### src/rtl/hex_pkg.sv
// Shared definitions for the 7-segment display controller: register map,
// segment type and the active-low glyph table (bit 6 = seg a ... bit 0 = seg g).
package hex_pkg;

    localparam logic [1:0] ADDR_DATA   = 2'd0;
    localparam logic [1:0] ADDR_ENABLE = 2'd1;
    localparam logic [1:0] ADDR_BLINK  = 2'd2;
    localparam logic [1:0] ADDR_STATUS = 2'd3;

    typedef logic [6:0] seg_t;

    localparam seg_t SEG_BLANK = 7'b1111111;

    localparam seg_t SEG_0 = 7'b0000001;
    localparam seg_t SEG_1 = 7'b1001111;
    localparam seg_t SEG_2 = 7'b0010010;
    localparam seg_t SEG_3 = 7'b0000110;
    localparam seg_t SEG_4 = 7'b1001100;
    localparam seg_t SEG_5 = 7'b0100100;
    localparam seg_t SEG_6 = 7'b0100000;
    localparam seg_t SEG_7 = 7'b0001111;
    localparam seg_t SEG_8 = 7'b0000000;
    localparam seg_t SEG_9 = 7'b0000100;
    localparam seg_t SEG_A = 7'b0001000;
    localparam seg_t SEG_B = 7'b1100000;
    localparam seg_t SEG_C = 7'b0110001;
    localparam seg_t SEG_D = 7'b1000010;
    localparam seg_t SEG_E = 7'b0110000;
    localparam seg_t SEG_F = 7'b0111000;

endpackage

### src/rtl/hex_seg_decoder.sv
// Combinational nibble to active-low 7-segment decoder covering 0-F.
module hex_seg_decoder
    import hex_pkg::*;
(
    input  logic [3:0] i_nibble,
    output seg_t       o_seg
);

    always_comb begin
        o_seg = SEG_BLANK;
        case (i_nibble)
            4'h0: o_seg = SEG_0;
            4'h1: o_seg = SEG_1;
            4'h2: o_seg = SEG_2;
            4'h3: o_seg = SEG_3;
            4'h4: o_seg = SEG_4;
            4'h5: o_seg = SEG_5;
            4'h6: o_seg = SEG_6;
            4'h7: o_seg = SEG_7;
            4'h8: o_seg = SEG_8;
            4'h9: o_seg = SEG_9;
            4'hA: o_seg = SEG_A;
            4'hB: o_seg = SEG_B;
            4'hC: o_seg = SEG_C;
            4'hD: o_seg = SEG_D;
            4'hE: o_seg = SEG_E;
            4'hF: o_seg = SEG_F;
            default: o_seg = SEG_BLANK;
        endcase
    end

endmodule

### src/rtl/hex_display_ctrl.sv
// Bus-mapped multi-digit 7-segment controller with blanking, optional blinking
// (enabled by defining HEX_BLINK_EN) and registered read-back.
module hex_display_ctrl
    import hex_pkg::*;
#(
    parameter int NUM_DIGITS = 6,
    parameter int BLINK_DIV  = 25_000_000
) (
    input  logic                      iClk,
    input  logic                      iReset_n,
    input  logic                      iChip_select_n,
    input  logic                      iWrite_n,
    input  logic                      iRead_n,
    input  logic [1:0]                iAddress,
    input  logic [31:0]               iWrite_data,
    output logic [31:0]               oRead_data,
    output logic [7*NUM_DIGITS-1:0]   oHEX
);

    localparam int DW = 4 * NUM_DIGITS;

    logic                    w_wr;
    logic                    w_rd;
    logic [DW-1:0]           r_data;
    logic [NUM_DIGITS-1:0]   r_enable;
    logic [NUM_DIGITS-1:0]   w_blink_rd;
    logic [NUM_DIGITS-1:0]   w_blink_hide;
    logic                    w_phase;
    logic [31:0]             w_rd_value;
    logic [31:0]             r_read_data;
    seg_t                    w_seg [NUM_DIGITS];
    logic [7*NUM_DIGITS-1:0] w_hex_next;
    logic [7*NUM_DIGITS-1:0] r_hex;
    logic                    w_unused;

    assign w_wr = !iChip_select_n && !iWrite_n;
    assign w_rd = !iChip_select_n && !iRead_n;

    // Write-data bits above the digit range and the divider in non-blink builds go unused.
    assign w_unused = ^{iWrite_data, 1'(BLINK_DIV & 1)};

    always_ff @(posedge iClk) begin
        if (!iReset_n) begin
            r_data      <= '0;
            r_enable    <= '1;
            r_read_data <= '0;
            r_hex       <= {NUM_DIGITS{SEG_0}};
        end else begin
            if (w_wr) begin
                case (iAddress)
                    ADDR_DATA:   r_data   <= iWrite_data[DW-1:0];
                    ADDR_ENABLE: r_enable <= iWrite_data[NUM_DIGITS-1:0];
                    default:     ;
                endcase
            end
            // Read mux sees pre-write values, so a same-cycle read returns old data.
            if (w_rd) begin
                r_read_data <= w_rd_value;
            end
            r_hex <= w_hex_next;
        end
    end

`ifdef HEX_BLINK_EN
    localparam int PW = (BLINK_DIV > 1) ? $clog2(BLINK_DIV) : 1;

    logic [NUM_DIGITS-1:0] r_blink;
    logic [PW-1:0]         r_presc;
    logic                  r_phase;

    always_ff @(posedge iClk) begin
        if (!iReset_n) begin
            r_blink <= '0;
            r_presc <= '0;
            r_phase <= 1'b0;
        end else if (w_wr && (iAddress == ADDR_BLINK)) begin
            r_blink <= iWrite_data[NUM_DIGITS-1:0];
            r_presc <= '0;
            r_phase <= 1'b0;
        end else if (r_blink == '0) begin
            r_presc <= '0;
            r_phase <= 1'b0;
        end else if (r_presc == PW'(BLINK_DIV - 1)) begin
            r_presc <= '0;
            r_phase <= !r_phase;
        end else begin
            r_presc <= r_presc + PW'(1);
        end
    end

    assign w_blink_rd   = r_blink;
    assign w_phase      = r_phase;
    assign w_blink_hide = r_phase ? r_blink : '0;
`else
    assign w_blink_rd   = '0;
    assign w_phase      = 1'b0;
    assign w_blink_hide = '0;
`endif

    always_comb begin
        w_rd_value = '0;
        case (iAddress)
            ADDR_DATA:   w_rd_value = 32'(r_data);
            ADDR_ENABLE: w_rd_value = 32'(r_enable);
            ADDR_BLINK:  w_rd_value = 32'(w_blink_rd);
            ADDR_STATUS: w_rd_value = {31'd0, w_phase};
            default:     w_rd_value = '0;
        endcase
    end

    for (genvar gi = 0; gi < NUM_DIGITS; gi++) begin : g_digit
        hex_seg_decoder u_dec (
            .i_nibble (r_data[4*gi +: 4]),
            .o_seg    (w_seg[gi])
        );
        assign w_hex_next[7*gi +: 7] =
            (r_enable[gi] && !w_blink_hide[gi]) ? w_seg[gi] : SEG_BLANK;
    end

    assign oRead_data = r_read_data;
    assign oHEX       = r_hex;

endmodule

### config.mk
export PLATFORM = sky130hd
export DESIGN_NAME = hex_display_ctrl
export DESIGN_NICKNAME = d
export VERILOG_FILES = /design/src/rtl/hex_pkg.sv /design/src/rtl/hex_seg_decoder.sv /design/src/rtl/hex_display_ctrl.sv
export SDC_FILE = /design/constraint.sdc
export NUM_CORES = 1
export LEC_CHECK = 0
export ABC_AREA = 1
export BUFFER_PORTS_ARGS = -buffer_cell sky130_fd_sc_hd__buf_2
export CAP_MARGIN = 20
export CORE_MARGIN = 5
export CORE_UTILIZATION = 37
export DETAILED_ROUTE_END_ITERATION = 16
export GPL_ROUTABILITY_DRIVEN = 0
export PLACE_DENSITY = 0.61
export SYNTH_ARGS = -nofsm -noshare
export SYNTH_HDL_FRONTEND = slang
export SYNTH_SLANG_ARGS = --single-unit
### constraint.sdc
create_clock -name iClk -period 1.6 [get_ports iClk]
set_input_delay 0.08 -clock iClk [delete_from_list [all_inputs] [get_ports iClk]]
set_output_delay 0.08 -clock iClk [all_outputs]
set_load 0.01 [all_outputs]
# After elaboration in Yosys (flattened, before gate mapping)
# Memories as Yosys holds them, arrays and structs flattened. A register that Yosys moved wholly into a read port is not among the register bits.
# Cells that the tools add are included.
[op_classes]
eq_ne = 3
mux = 19
reduce_logical = 15
[op_table]
columns = ["operator", "count"]
rows = [
  ["32-bit one-hot mux with 3 select lines", 1],
  ["4-bit 2-to-1 mux", 12],
  ["7-bit 2-to-1 mux", 6],
  ["2-bit AND reduction", 8],
  ["2-bit equality test (second input constant)", 2],
  ["1-bit zero test", 3],
  ["2-bit by 1-bit equality test with 1-bit output (second input constant)", 1],
  ["1-bit logical AND", 2],
  ["2-bit zero test", 1],
  ["2-bit OR reduction", 1],
]
[word_totals]
ff_bits = 104
memories = 6
elab_cells = 53
mem_bits_ro = 672
output_inout_bits = 74
[memory_table]
columns = ["memory", "depth", "width", "rd", "rd_clocked_by_memory_dff", "write_ports", "line_no", "rtl"]
rows = [
  ["(no name shown)", 16, 7, 1, 1, 0, "hex_seg_decoder.sv:11", "case (i_nibble)"],
  ["(no name shown)", 16, 7, 1, 1, 0, "hex_seg_decoder.sv:11", ""],
  ["(no name shown)", 16, 7, 1, 1, 0, "hex_seg_decoder.sv:11", ""],
  ["(no name shown)", 16, 7, 1, 1, 0, "hex_seg_decoder.sv:11", ""],
  ["(no name shown)", 16, 7, 1, 1, 0, "hex_seg_decoder.sv:11", ""],
  ["(no name shown)", 16, 7, 1, 1, 0, "hex_seg_decoder.sv:11", ""],
]

# Logic depth before layout (Yosys ltp)
# Gate-level depths: netlist (run 1).
[depth]
depth_word = 5
depth_mapped = 11
ltp_nobuf = 10

# Cells and area by module
# A second synthesis (run 1) with hierarchy kept.
[hier_totals]
cells_unflattened = 699
area_unflattened_um2 = 5068.6
[by_module_without_submodules]
columns = ["mod", "seq_area_each_um2", "area_each_um2", "instances", "cells_per_inst"]
rows = [
  ["hex_display_ctrl", 1921.8, 3424.5, 1, 405],
  ["hex_seg_decoder", 0.0, 274.0, 6, 49],
]

# Worst setup path after synthesis (run 1)
# Ideal clock, no wire load.
[synth_timing]
path_type = "input port to flip-flop"
start = "input port iAddress[0]"
end = "register g_digit[2].u_dec.o_seg[6] (netlist name)"
stages = 10
n_path_buf = 1
path_slack_ps = 154
setup_ps = 113
arrival_ps = 1333
t_required_ps = 1487
cell_sequence = "nor2_4 nand2_2 buf_2 nand2_1 nand3_1 ha_1 inv_1 nand3_1 nand3_1 nand2_1"
[synth_via]
elab_chain_len = 4
[synth_rtl]
columns = ["element", "line_no", "rtl"]
rows = [
  ["start, declared", "hex_display_ctrl.sv:14", "input logic [1:0] iAddress,"],
  ["2-bit zero test", "hex_display_ctrl.sv:50", "case (iAddress)"],
  ["2-bit AND reduction (no source line)", "n/a", ""],
  ["4-bit 2-to-1 mux (no source line) (2 in series)", "n/a", ""],
]
# No other way between the ends.
# A chain may end at the register's enable or synchronous reset.

# Worst setup path after layout (run 1)
[layout_timing]
start = "input port iWrite_data[4]"
end = "register g_digit[1].u_dec.o_seg[3] (netlist name)"
[layout_via]
elab_chain_len = 2
[layout_rtl]
columns = ["element", "line_no", "rtl"]
rows = [
  ["start, declared", "hex_display_ctrl.sv:15", "input logic [31:0] iWrite_data,"],
  ["4-bit 2-to-1 mux (no source line) (2 in series)", "n/a", ""],
]
# No other way between the ends.

==> flow_summary.toml, run 1 <==
[synth]
syn-cell-area_um2 = 6266
synth.ff_latch_count = 138
syn-mean-instance-area_um2 = 7.442
number_of_unique_standard_cell_types_used_by_synthesis = 23
yosysTopAreaCellShare_pct = 44.09
yosys-top-cells-area = "dfxtp_1 44%, nand2_1 14%, nand3_1 13%, ha_1 7.2%, inv_1 6.5%"
yosys_synthesis_warning_count = 0
synth_top_cell_by_area = "dfxtp_1"
syn-instance-count = 842
sequential_share_of_the_synthesized_area_pct = 44.09

[power_and_ir_drop]
internal_power_w = 0.006929
power.switching_fraction_pct = 22.78
power_density_nw_per_um2 = 1120
seq_power_share_pct = 40.6
ir_worst_vdd_mv = 0.7655
power.net_switching_w = 0.002044
comb_power_share_pct = 8.8
power.share.clock_pct = 50.5
power.leakage_nw = 4.157

[timing]
setup_viol_count_final = 0
maxClockFrequency_mhz = 684.1
post-route-period-util_pct = 91.37
period_needed_ns = 1.462
finalHoldViolations = 0
holdWs_ns = 0.06453
clock-skew-final_ns = 0.006519
slew_violations = 0
grt_setup_unrepaired = "false"

[cts]
postCtsHoldBufs = 6
clock_path_buffers = 2
cell_at_the_root_of_the_clock_tree = "clkbuf_16"
cts.clk_slew.worst_paths_ns = 0.06
htreeDepth = 4
insertion_delay_ns = 0.43
ctsResizeCount = 0
cts.repair_timing.setup_buffer_count = 0
cts_buffers = 17
tritoncts_clock_tree = "built"
cts.sinks = 138

[worst_hold_path]
hold_path.class = "in -> reg"
worst_hold_path.num_cells = 3
worst_hold_path.endpoint = "oHEX[21]$_SDFF_PN1_"
min_from = "iReset_n"

[finish]
layout_cells_sized_above_1_pct = 20.85
stdcell_count = 1208
finalCoreUtilization_pct = 48.32
areaGrowthSynthToFinish_pct = 27.88
finish.net_count = 1051
inserted_diodes = 0

[setup_path]
crit_required_ns = 1.93
worst_reg2reg_path_depth = 8
regToRegStartpoint = "r_data[17]$_SDFFE_PN0N_"
crit_fanout = 5
timing_worst_setup_path_type = "in -> reg"
setup.worst_path.start_class = "input pin"
cp.arrival_ns = 1.79
rr_endpoint = "g_digit[4].u_dec.o_seg[6]$_DFF_P_"
timing.reg2reg.setup_slack_ns = 0.17
timing.critical_path.to_type = "flop"

[route]
drt_wl_total_um = 15700
drt_pre_antenna_iters = 5
dr.first_iter.drc_count = 329
dr_total_vias = 5646
via_per_inst = 4.674
drc_errors = 0
drt.antenna.violating_nets = 0
routed_length_per_instance_um = 13.00

[placed_design]
io_port_bufs = 96
dp_hpwl_um = 11470
dpl.cell_count = 1171

[floorplan]
boundaryPins = 113
design.die.area_um2 = 19640
floorplan.initialDensity_pct = 37.78
die_w_um = 140.1
core_region_area_um2 = 16580
floorplan.die.height_um = 140.1
rows = 47

[global_route]
global_route.overflow_total = 0
grt_start_max_net_pins = 39
wire_length_of_the_first_global_routing_pass_um = 25960
first_global_vias = 5390
antenna_violations_before_repair = 0
grt_usage_pct = 16.36

[run_status]
outcome = "completed"

[run]
max-cap-violations = 0
==> layer usage <==
| metal | wire length, µm | part of all wire, % | global-route usage [%] |
|---|---|---|---|
| met1 | 7076 | 45 | 20.51 |
| met2 | 7375 | 47 | 26.77 |
| met3 | 817 | 5.2 | 4.124 |
| met4 | 434 | 2.8 | 6.986 |
| met5 | 0 | 0 | 0 |
==> metrics by stage <==
stage,worst slack [ns],total power (W),area [µm²],TNS (ns)
after floorplan,0.1539,0.004202,6292,0
after global placement,-0.1651,0.004501,7271,-4.133
after detailed placement,-0.2046,0.004503,7271,-4.951
after CTS,0.1519,0.009047,8013,0
after global routing,0.0005673,0.009293,8013,0
final,0.1381,0.008973,8013,0
==> sequential cells by signal (all words and copies together) (netlist names) <==
name                 flops
oHEX                    42
oRead_data              24
r_data                  24
g_digit.u_dec.o_seg     42
r_enable                 6
==> how the worst max path moves through the flow <==
stage,from,endpoint,slack [ns],cells past startpoint
floorplan,iAddress[0],g_digit[2].u_dec.o_seg[6]$_DFF_P_,0.15,10
global placement,iChip_select_n,g_digit[2].u_dec.o_seg[1]$_DFF_P_,-0.17,11
detailed placement,iChip_select_n,g_digit[3].u_dec.o_seg[3]$_DFF_P_,-0.20,12
CTS,iWrite_data[1],g_digit[0].u_dec.o_seg[0]$_DFF_P_,0.15,10
global route,iWrite_data[4],g_digit[1].u_dec.o_seg[6]$_DFF_P_,0.0006,10
finish,iWrite_data[4],g_digit[1].u_dec.o_seg[3]$_DFF_P_,0.14,10
==> power by group through the flow <==
stage	Clock (W)	Sequential, W	Combinational, W
after floorplan	0	0.00373	0.000470
after global placement	0	0.00372	0.000779
after detailed placement	0	0.00372	0.000781
after CTS	0.00460	0.00365	0.000798
after global routing	0.00474	0.00366	0.000889
final	0.00454	0.00365	0.000790
==> layout by cell type, fill, tap and decap left out, types with 2 or more instances in the layout <==
master           n
ha_1            36
dfxtp_1        138
nor2_1           7
conb_1           8
o21ai_1          6
bufinv_16        6
a21oi_1         54
buf_12           4
clkinv_2         2
a31oi_1          6
nand2_1        234
nor2_4           7
nand3_4          4
nand3_2          2
clkbuf_16       17
buf_4           49
clkbuf_8         3
nand3b_1        17
nand2_2          5
inv_2            6
buf_2           96
dlygate4sd3_1    6
nand3_1        161
nor2_2           2
inv_1          108
==> worst max-delay path, stage by stage <==
cell and delay [ns]:
dlygate4sd3_1 0.56, buf_2 0.15, nand3b_1 0.15, nand3_1 0.20, inv_1 0.09, ha_1 0.26, inv_1 0.09, nand2_1 0.08
nand3_1 0.08, nand2_1 0.05
==> synthesized netlist by cell type <==
cell        n
o211ai_1    1
nor2_1      8
inv_1     108
nand3b_1   17
nor2_2      1
nand3_4     4
nand2_2     5
nand3_2     2
buf_4       9
o21ai_1     6
a31oi_1     6
a21oi_1    54
buf_2      14
clkinv_1    1
ha_1       36
nand2_1   234
nor2_4      7
clkbuf_1   15
inv_2       5
dfxtp_1   138
buf_1       9
conb_1      1
nand3_1   161
==> final cells by class <==
| class | instances | area (µm²) |
|---|---|---|
| fill | 1654 | 8571 |
| multi-input combinational | 550 | 2877 |
| sequential | 138 | 2763 |
| timing repair buffer | 155 | 988.4 |
| clock buffer | 20 | 466.7 |
| inverter | 114 | 427.9 |
| tap | 220 | 275.3 |
| clock inverter | 11 | 215.2 |
==> cells by family (layout without fill, tap and decap cells) <==
kind of cell | after synthesis | after routing | synth area share [%]
flip-flops | 138 | 138 | 44.09
other | 1 | 8 | 0.05985
AO/OA/AOI/OAI | 67 | 67 | 5.511
buffers and inverters | 161 | 300 | 10.46
adder cells (fa/ha/maj) | 36 | 36 | 7.188
AND/OR/NAND/NOR | 439 | 439 | 32.69
No activity file was read; power rests on OpenSTA's default activity.
==> run 2, diff against run 1 <==
--- a/config.mk
+++ b/config.mk
@@ -10,6 +10,7 @@
 export CAP_MARGIN = 20
 export CORE_MARGIN = 5
 export CORE_UTILIZATION = 37
+export CTS_BUF_LIST = sky130_fd_sc_hd__clkbuf_16
 export DETAILED_ROUTE_END_ITERATION = 16
 export GPL_ROUTABILITY_DRIVEN = 0
 export PLACE_DENSITY = 0.61
==> flow_summary.toml, run 2 (synthesis results as in run 1) <==
[setup_path]
regToRegStartpoint = "r_data[9]$_SDFFE_PN0N_"
cp_cell_sequence = "dlygate4sd3_1 > buf_2 > nand3b_1 > nand3_1 > inv_1 > ha_1 > inv_1 > nand2_1 > nand3_1 > nand2_1"
crit_fanout = 5
critPathSlowestCell = "dlygate4sd3_1"
cp.arrival_ns = 1.79
crit_required_ns = 1.92
critical_path_depth = 10
timing.critical_path.to_type = "flop"
cp_num_buf_inv = 4
rr_endpoint = "g_digit[2].u_dec.o_seg[2]$_DFF_P_"
maximum_cell_stage_delay_along_the_critical_path_ns = 0.56
timing_worst_setup_path_type = "in -> reg"
timing.reg2reg.setup_slack_ns = 0.17
worst_reg2reg_path_depth = 9
setup.worst_path.start_class = "input pin"
timing.critical_path.max_delay_family = "buffers and inverters"

[cts]
ctsResizeCount = 0
tritoncts_clock_tree = "built"
clock_path_buffers = 2
cell_at_the_root_of_the_clock_tree = "clkbuf_16"
htreeDepth = 4
insertion_delay_ns = 0.43
cts_buffers = 17
postCtsHoldBufs = 6
cts.sinks = 138
cts.repair_timing.setup_buffer_count = 0
cts.clk_slew.worst_paths_ns = 0.06

[timing]
grt_setup_unrepaired = "false"
maxClockFrequency_mhz = 682.7
finalHoldViolations = 0
period_needed_ns = 1.465
post-route-period-util_pct = 91.55
slew_violations = 0
setup_viol_count_final = 0
holdWs_ns = 0.06522
clock-skew-final_ns = 0.006508

[floorplan]
boundaryPins = 113
floorplan.die.height_um = 140.1
rows = 47
design.die.area_um2 = 19640
core_region_area_um2 = 16580
die_w_um = 140.1
floorplan.initialDensity_pct = 37.78

[finish]
fillers = 1657
mostFrequentLayoutCells = "234 x nand2_1, 161 x nand3_1, 138 x dfxtp_1"
mostFrequentLayoutCell = "nand2_1"
areaGrowthSynthToFinish_pct = 27.40
inserted_diodes = 0
finalCoreUtilization_pct = 48.14
finish.net_count = 1051
layout_cells_sized_above_1_pct = 20.55

[route]
via_per_inst = 4.707
dr.first_iter.drc_count = 334
drt_pre_antenna_iters = 5
routed_length_per_instance_um = 13.05
dr_total_vias = 5686
drc_errors = 0
drt_wl_total_um = 15760
drt.antenna.violating_nets = 0

[run]
max-cap-violations = 0

[global_route]
wire_length_of_the_first_global_routing_pass_um = 25970
global_route.overflow_total = 0
first_global_vias = 5391
grt_start_max_net_pins = 39
grt_usage_pct = 16.36
antenna_violations_before_repair = 0

[power_and_ir_drop]
power.leakage_nw = 4.140
power_density_nw_per_um2 = 1106
ir_worst_vdd_mv = 0.7626

[worst_hold_path]
min_from = "iReset_n"
hold_path.class = "in -> reg"
worst_hold_path.num_cells = 3
worst_hold_path.endpoint = "oHEX[21]$_SDFF_PN1_"

[placed_design]
dp_hpwl_um = 11470
io_port_bufs = 96

[run_status]
outcome = "completed"
==> run 2: changes by cell type in the layout (fill, tap and decap cells not counted), sizes merged <==
cell    change
clkbuf      -3
clkinv      +3
==> run 2: layout make-up <==
class,count,area (µm²),share of cell area [%]
Sequential cell,138,2763,34.61
Multi-Input combinational cell,550,2877,36.03
Inverter,114,427.9,5.360
Tap cell,220,275.3,3.448
Clock inverter,14,226.5,2.837
Clock buffer,17,425.4,5.329
Timing Repair Buffer,155,988.4,12.38
==> run 2: stage by stage <==
step | instances | worst slack (ns) | TNS, ns | instance area [µm²] | power (W)
floorplan | 849 | 0.1539 | 0 | 6292 | 0.004202
global placement | 1171 | -0.1651 | -4.133 | 7271 | 0.004501
detailed placement | 1171 | -0.2046 | -4.951 | 7271 | 0.004503
CTS | 1208 | 0.1519 | 0 | 7983 | 0.008899
global route | 1208 | 0.0005673 | 0 | 7983 | 0.009142
finish | 1208 | 0.1352 | 0 | 7983 | 0.008826
==> run 2: power breakdown <==
part           internal, W  switching, W  leakage [nW]
combinational     0.000304      0.000487          2.70
sequential         0.00359     0.0000596          1.12
clock              0.00289       0.00149         0.316
total              0.00678       0.00204          4.14
==> run 2: worst register-to-register path: cells and delay by family, from the launching register on <==
| family | cells | cell delay, ns |
|---|---|---|
| fa+ha+maj | 1 | 0.13 |
| simple gates | 5 | 0.51 |
| flops | 1 | 0.34 |
| buf+inv | 3 | 0.33 |
==> run 2: worst max path at each step <==
| stage | start | end | slack (ns) |
|---|---|---|---|
| CTS | iWrite_data[1] | g_digit[0].u_dec.o_seg[0]$_DFF_P_ | 0.15 |
| finish | iWrite_data[4] | g_digit[1].u_dec.o_seg[6]$_DFF_P_ | 0.14 |
| detailed placement | iChip_select_n | g_digit[3].u_dec.o_seg[3]$_DFF_P_ | -0.20 |
| global route | iWrite_data[4] | g_digit[1].u_dec.o_seg[6]$_DFF_P_ | 0.0006 |
| global placement | iChip_select_n | g_digit[2].u_dec.o_seg[1]$_DFF_P_ | -0.17 |
| floorplan | iAddress[0] | g_digit[2].u_dec.o_seg[6]$_DFF_P_ | 0.15 |
==> run 2: per-layer routing <==
| layer | GRT usage, % | share of wire, % |
|---|---|---|
| met2 | 26.77 | 47 |
| met5 | 0 | 0 |
| met3 | 4.124 | 5.6 |
| met1 | 20.51 | 45 |
| met4 | 6.986 | 2.7 |
